## config.mk

```make
export PLATFORM = sky130hd
export DESIGN_NAME = mem_access_ctrl
export DESIGN_NICKNAME = d
export VERILOG_FILES = /design/src/rtl/mem_access_ctrl.sv
export SDC_FILE = /design/constraint.sdc
export NUM_CORES = 1
export LEC_CHECK = 0
export ABC_CLOCK_PERIOD_IN_PS = 2400
export CORE_ASPECT_RATIO = 1.25
export CORE_MARGIN = 5
export CORE_UTILIZATION = 39
export DETAILED_ROUTE_END_ITERATION = 6
export HOLD_SLACK_MARGIN = 0.15
export PLACE_DENSITY = 0.8
export SYNTH_ARGS = -nofsm -noshare
export SYNTH_HDL_FRONTEND = slang
export SYNTH_SLANG_ARGS = --single-unit
```

## constraint.sdc

```tcl
create_clock -name clk -period 2.4 [get_ports clk]
set_clock_uncertainty 0.1 [all_clocks]
set_input_delay 0.48 -clock clk [delete_from_list [all_inputs] [get_ports clk]]
set_output_delay 0.48 -clock clk [all_outputs]
set_load 0.02 [all_outputs]
```

## src/rtl/mem_access_ctrl.sv

```systemverilog
// Memory-stage access controller: sequences loads/stores over a req/ack port,
// builds byte enables and lane-replicated store data, and extends load data.
module mem_access_ctrl #(
    parameter int unsigned DATA_WIDTH     = 32,
    parameter int unsigned TIMEOUT_CYCLES = 16
) (
    input  logic                  clk,
    input  logic                  rst,
    input  logic                  memwrite_m,
    input  logic [1:0]            resultsrc_m,
    input  logic [2:0]            funct3_m,
    input  logic [31:0]           aluresult_m,
    input  logic [DATA_WIDTH-1:0] writedata_m,
    output logic                  mem_req,
    output logic                  mem_we,
    output logic [31:0]           mem_addr,
    output logic [3:0]            mem_be,
    output logic [DATA_WIDTH-1:0] mem_wdata,
    input  logic                  mem_ack,
    input  logic [DATA_WIDTH-1:0] mem_rdata,
    output logic                  stall_m,
    output logic [DATA_WIDTH-1:0] readdata_m,
    output logic                  misalign_m,
    output logic                  bus_err
);

    localparam int unsigned CNT_W = (TIMEOUT_CYCLES > 1) ? $clog2(TIMEOUT_CYCLES) : 1;
    localparam logic [CNT_W-1:0] CNT_MAX = CNT_W'(TIMEOUT_CYCLES - 1);

    typedef enum logic [1:0] {IDLE, BUSY, DONE} state_t;

    state_t           state, state_next;
    logic [CNT_W-1:0] cnt;
    logic [1:0]       off_q;
    logic [2:0]       f3_q;

    logic             access, is_byte, is_half, misaligned;
    logic [3:0]       be_c;
    logic [31:0]      wdata_c;

    function automatic logic [31:0] load_ext(input logic [2:0] f3, input logic [1:0] off,
                                             input logic [31:0] w);
        logic [7:0]  b;
        logic [15:0] h;
        b = w[{off, 3'b000} +: 8];
        h = off[1] ? w[31:16] : w[15:0];
        case (f3)
            3'b000:  return {{24{b[7]}}, b};
            3'b100:  return {24'b0, b};
            3'b001:  return {{16{h[15]}}, h};
            3'b101:  return {16'b0, h};
            default: return w;
        endcase
    endfunction

    // Size decode: funct3[1:0] picks b/h; every other encoding behaves as a word.
    always_comb begin
        access     = memwrite_m | (resultsrc_m == 2'b01);
        is_byte    = (funct3_m[1:0] == 2'b00);
        is_half    = (funct3_m[1:0] == 2'b01);
        misaligned = is_half ? aluresult_m[0] : (!is_byte && (aluresult_m[1:0] != 2'b00));
        misalign_m = access & misaligned;
        if (is_byte) begin
            be_c    = 4'b0001 << aluresult_m[1:0];
            wdata_c = {4{writedata_m[7:0]}};
        end else if (is_half) begin
            be_c    = aluresult_m[1] ? 4'b1100 : 4'b0011;
            wdata_c = {2{writedata_m[15:0]}};
        end else begin
            be_c    = 4'b1111;
            wdata_c = writedata_m;
        end
    end

    always_comb begin
        state_next = state;
        stall_m    = 1'b0;
        case (state)
            IDLE: begin
                if (access && !misaligned) begin
                    stall_m    = 1'b1;
                    state_next = BUSY;
                end
            end
            BUSY: begin
                stall_m = 1'b1;
                if (mem_ack || (cnt == CNT_MAX)) state_next = DONE;
            end
            DONE:    state_next = IDLE;
            default: state_next = IDLE;
        endcase
    end

    always_ff @(posedge clk) begin
        if (rst) state <= IDLE;
        else     state <= state_next;
    end

    always_ff @(posedge clk) begin
        if (rst) begin
            mem_req    <= 1'b0;
            mem_we     <= 1'b0;
            mem_addr   <= '0;
            mem_be     <= '0;
            mem_wdata  <= '0;
            readdata_m <= '0;
            bus_err    <= 1'b0;
            cnt        <= '0;
            off_q      <= '0;
            f3_q       <= '0;
        end else begin
            bus_err <= 1'b0;
            case (state)
                IDLE: begin
                    if (misalign_m) begin
                        readdata_m <= '0;
                    end else if (access) begin
                        mem_req   <= 1'b1;
                        mem_we    <= memwrite_m;
                        mem_addr  <= {aluresult_m[31:2], 2'b00};
                        mem_be    <= be_c;
                        mem_wdata <= wdata_c;
                        cnt       <= '0;
                        off_q     <= aluresult_m[1:0];
                        f3_q      <= funct3_m;
                    end
                end
                BUSY: begin
                    // Ack takes priority over a timeout landing in the same cycle.
                    if (mem_ack) begin
                        mem_req    <= 1'b0;
                        readdata_m <= load_ext(f3_q, off_q, mem_rdata);
                    end else if (cnt == CNT_MAX) begin
                        mem_req    <= 1'b0;
                        readdata_m <= '0;
                        bus_err    <= 1'b1;
                    end else begin
                        cnt <= cnt + 1'b1;
                    end
                end
                default: ;
            endcase
        end
    end

endmodule

```

==> After elaboration in Yosys (flattened, before gate mapping) <==
Index checks and enable logic that the tools add are counted.
{ "classes": {"reduce_logical": 16, "n_eq_ne": 15, "muxes": 28, "n_shift": 2, "multipliers": 0, "n_lt_le_gt_ge": 0, "n_addsub": 1, "div_mod_pow": 0, "n_bitwise": 4} }
{ "ops": {"columns": ["operator", "count"], "rows": [
  ["$mux 32", 5],
  ["$pmux 32 s4", 1],
  ["$pmux 32 s2", 1],
  ["$shiftx 32x6->8", 1],
  ["$mux 4", 7],
  ["$mux 16", 1],
  ["$ne 2x2->1 const B", 7],
  ["$pmux 4 s2", 1],
  ["$mux 1", 7],
  ["$eq 2x1->1 const B", 3],
  ["$eq 3x3->1 const B", 2],
  ["$reduce_and 3->1", 2],
  ["$reduce_and 5->1", 1],
  ["$add 4x1->4 const B", 1],
  ["$eq 4x4->1 const B", 1],
  ["$logic_not 2->1", 2],
  ["$mux 2", 2],
  ["$pmux 1 s2", 2],
  ["$pmux 2 s2", 1],
  ["$reduce_and 4->1", 1],
  ["$reduce_bool 2->1", 2],
  ["$shl 1x2->4 const A", 1],
  ["$eq 3x1->1 const B", 1],
  ["$logic_not 3->1", 1],
  ["9 further kinds", 12]
]} }
{ "totals": {"output_inout_bits": 105, "mem_count": 0, "inputBits": 105, "rom_bits": 0, "reg_bits": 112, "latchBits": 0, "wordCells": 77, "ram_bits": 0} }

==> Depth between registers and ports, before layout <==
{ "logic_depth": {"depth_word": 8, "depth_mapped": 7, "depth_no_buf": 5} }

==> Worst setup path before layout <==
OpenSTA, ideal clock, no wires.
{ "synth_timing": {"path_type": "input-to-output", "from": "input funct3_m[1]", "to": "output stall_m", "cell_stages": 7, "path_buffers": 3, "setup_slack_ns": 0.209, "t_required_ns": 1.820, "arrival_ns": 1.611, "cell_sequence": "buf_4 > o21ai_1 > o211a_1 > buf_2 > buf_2 > nor2_1 > nor2_1"} }
{ "synth_between": {"elab_chain_cells": 8, "word_cells_on_any_way": 9, "cone_classes": "1 x eq/ne; 3 x mux; 5 x reduce/logical"} }
{ "synth_rtl": {"columns": ["element", "line_no", "source"], "rows": [
  ["start: declaration", "11", "input logic [2:0] funct3_m,"],
  ["$logic_not 2->1", "59", "is_byte = (funct3_m[1:0] == 2'b00);"],
  ["$logic_not 1->1", "61", "misaligned = is_half ? aluresult_m[0] : (!is_byte && (aluresult_m[1:0] != 2'b00));"],
  ["$logic_and 1x1->1", "61", null],
  ["$mux 1 (*)", "61", null],
  ["$logic_not 1->1 (*)", "80", "if (access && !misaligned) begin"],
  ["$logic_and 1x1->1 (*)", "80", null],
  ["$mux 1 (*)", "80", null],
  ["$pmux 1 s2 (*)", "78", "case (state)"],
  ["end: declaration", "21", "output logic stall_m,"]
]} }
Every way passes the cells marked *; elsewhere a longest branch is shown, timed or not.

==> Worst setup path after layout <==
{ "layout_timing": {"from": "input aluresult_m[0]", "to": "output stall_m"} }
{ "layout_between": {"elab_chain_cells": 7} }
{ "layout_rtl": {"columns": ["element", "line_no", "source"], "rows": [
  ["start: declaration", "12", "input logic [31:0] aluresult_m,"],
  ["$reduce_bool 2->1", "61", null],
  ["$logic_and 1x1->1", "61", null],
  ["$mux 1 (*)", "61", null],
  ["$logic_not 1->1 (*)", "80", null],
  ["$logic_and 1x1->1 (*)", "80", null],
  ["$mux 1 (*)", "80", null],
  ["$pmux 1 s2 (*)", "78", null]
]} }
Marked as above.

==> results.sh <==
export IMPL_end_kind="output port"
export IMPL_critical_path_most_common_cell="nor2_1"
export IMPL_dp_hpwl_mm=12.89
export IMPL_drt_first_pass_iters=5
export IMPL_cts_tree="done"
export IMPL_fin_crit_sh_pct=95.42
export IMPL_post_cts_repair_setup_buffers=0
export IMPL_worstPathCellList="clkdlybuf4s50_1, o21ai_2, o211a_2, nor2_1, nor2_1, buf_2"
export IMPL_yosysSeqAreaShare_pct=43.92
export IMPL_synth_area_top_cells="dfxtp_1 (44%), a21oi_1 (11%), o21ai_0 (7.5%)"
export IMPL_gr_usage_met3_pct=5.718
export IMPL_cts_resized_gates=7
export IMPL_design_die_area_um2=15490
export IMPL_antenna_cells=0
export IMPL_slew_violations=0
export IMPL_cts_sinks=112
export IMPL_register_area_um2=2242
export IMPL_synth_cells=604
export IMPL_grt_remaining_overflow=0
export IMPL_crit_slowest_cell="clkdlybuf4s50_1"
export IMPL_rsz0062_at_grt="false"
export IMPL_vias=5482
export IMPL_crit_family="buffers and inverters"
export IMPL_multiInputGateArea_um2=2525
export IMPL_drt_iter0_drc=330
export IMPL_power_density_nw_per_um2=615.2
export IMPL_clockRootBuffer="clkbuf_16"
export IMPL_synth_top_cells_by_count="dfxtp_1 (112), a21oi_1 (109), o21ai_0 (76), nand3_1 (61), clkbuf_1 (35)"
export IMPL_num_io_pins=210
export IMPL_cts_hold_buf=0
export IMPL_cts_buffer_depth=2
export IMPL_viasPerCell=5.758
export IMPL_hold_viol=0
export IMPL_p_total_mw=4.662
export IMPL_nNetsFinal=885
export IMPL_met1_usage_pct=26.76
export IMPL_yosysUniqueCellTypes=47
export IMPL_drive_above_1_share_pct=6.633
export IMPL_grt_pass1_wl_mm=27.64
export IMPL_slew_headroom_pct=23.80
export IMPL_slowest_delay_ns=0.47
export IMPL_synth_edf_count=0
export IMPL_gr_max_usage_layer="met2"
export IMPL_drtAntennaViolNets=0
export IMPL_antenna_found_initial=0
export IMPL_stdcell_count=952
export IMPL_synth_area_um2=5105
export IMPL_crit_required_ns=1.82
export IMPL_synthFlopType="dfxtp_1"
export IMPL_cts_buffers=9
export IMPL_port_buffers=207
export IMPL_layout_area_overhead_vs_synth_pct=48.43
export IMPL_routabilityCongestion=0.9004
export IMPL_p_seq_share_pct=43.8
export IMPL_critPathArrivalTime_ns=1.71
export IMPL_fmax_mhz=436.7
export IMPL_die_h_um=137.9
export IMPL_irDropWorstVdd_v=0.0002997
export IMPL_min_period_ns=2.290
export IMPL_cap_violations=0
export IMPL_hold_class="input port to register"
export IMPL_dp_cells=936
export IMPL_routed_wl_mm=17.85
export IMPL_synth_seq_cells=112
export IMPL_grt_total_usage_pct=22.05
export IMPL_start_util_pct=39.95
export IMPL_cp_max_fo=3
export IMPL_p_sw_mw=1.341
export IMPL_ctsHtreeMaxLevel=3
export IMPL_crit_type="input port to output port"
export IMPL_final_util_pct=59.30
export IMPL_gr_usage_met2_pct=37.08
export IMPL_synth_top_area_share_pct=43.92
export IMPL_nFillCells=1168
export IMPL_setup_viol=0
export IMPL_drc_errors=0
export IMPL_p_comb_share_pct=23.8
export IMPL_synth_largest_area_cell="dfxtp_1"
export IMPL_pwr_share_clk_pct=32.4
export IMPL_status="finished clean"
export IMPL_p_leak_nw=2.696
export IMPL_fp_row_count=46
export IMPL_die_w_um=112.3
export IMPL_swShare_pct=28.77
export IMPL_yosysWarnings=0
export IMPL_startpoint_type="input port"
export IMPL_critPathBufInv=2
export IMPL_tightestPinTransition_ns=1.139
export IMPL_clkSlewWorstSetupHoldPaths_ns=0.07
export IMPL_synth_most_common_cell="dfxtp_1"
export IMPL_async_reset_ff_share_pct=0
export IMPL_grt_max_degree=76
export IMPL_setup_tns_ns=0
export IMPL_clkLatencyLatePin_ns=0.34
export IMPL_avgSynthCellArea_um2=8.452
export IMPL_coreArea_um2=12780
export IMPL_p_int_mw=3.321
export IMPL_grt_pass1_vias=5379
export IMPL_wl_per_cell_um=18.75
[through the flow]
stage | area (um2) | worst slack [ns] | hold WS [ns]
3_3_place_gp | 7277 | -0.3252 | 0.3460
6_report | 7577 | 0.1099 | 0.3024
4_1_cts | 7585 | 0.02087 | 0.2912
3_5_place_dp | 7277 | -0.3718 | 0.3462
5_1_grt | 7577 | 0.06064 | 0.3151
2_1_floorplan | 5109 | 0.2086 | 0.3671
[registers in the layout, summed over array words and instances (netlist names), 2 cells and up]
register	count
f3_q	3
mem_addr	30
mem_wdata	32
cnt	4
mem_be	4
off_q	2
state	2
readdata_m	32
[layout make-up]
class	instances	share of cell area [%]
inverter	13	0.6440
timing repair buffer	229	29.71
multi-input combinational	414	33.32
tap	168	2.774
clock inverter	4	0.7100
clock buffer	12	3.253
sequential	112	29.59
[cell families after synthesis]
| logic type | Yosys count | synth area share, % |
|---|---|---|
| compound gates | 271 | 32.70 |
| simple gates | 121 | 12.16 |
| flops | 112 | 43.92 |
| buf+inv | 79 | 6.912 |
| mux | 19 | 3.995 |
| fa+ha+maj | 1 | 0.2451 |
| other cells | 1 | 0.07346 |
[placed cells by master (no fill, tap or decap), types with 2 or more instances in the layout]
| cell type | instances |
|---|---|
| nand2b_1 | 4 |
| o21ai_0 | 76 |
| a211oi_1 | 10 |
| and2_1 | 2 |
| nor2_1 | 6 |
| nand2_1 | 24 |
| o2111ai_1 | 3 |
| mux2i_1 | 17 |
| o211ai_1 | 3 |
| buf_12 | 2 |
| o2bb2ai_1 | 22 |
| and3b_1 | 7 |
| clkdlybuf4s50_1 | 204 |
| clkbuf_1 | 2 |
| or2_2 | 3 |
| nor3_1 | 6 |
| a211o_1 | 7 |
| o21bai_1 | 2 |
| a311oi_1 | 11 |
| clkinvlp_4 | 2 |
| buf_2 | 2 |
| nand3_1 | 61 |
| o32ai_1 | 8 |
| inv_1 | 13 |
| nor2b_1 | 2 |
| a22o_1 | 9 |
| clkbuf_16 | 9 |
| dfxtp_1 | 112 |
| conb_1 | 2 |
| buf_4 | 19 |
| a21oi_1 | 109 |
[layer usage]
| metal | vias up | wire, um |
|---|---|---|
| met5 | - | 0 |
| met4 | 0 | 578 |
| met3 | 41 | 1361 |
| met2 | 275 | 8720 |
| met1 | 2580 | 7192 |
| li1 | 2586 | - |
[final timing paths]
| kind | startpoint | end | slack, ns | cells past startpoint |
|---|---|---|---|---|
| min reg2reg | readdata_m[0] | readdata_m[0] | 0.37 | 1 |
| max reg2reg | off_q[0] | readdata_m[7] | 0.44 | 4 |
| min | rst | state[0] | 0.30 | 2 |
| max | aluresult_m[0] | stall_m | 0.11 | 6 |
[power by group through the flow]
stage	clock, mW	sequential, mW	combinational [mW]
after floorplan	0	2.19	0.448
after global placement	0	2.08	1.08
after detailed placement	0	2.08	1.10
after CTS	1.54	2.04	1.11
after global routing	1.61	2.06	1.18
final	1.51	2.04	1.11
Power figures use the tool's default switching activity.
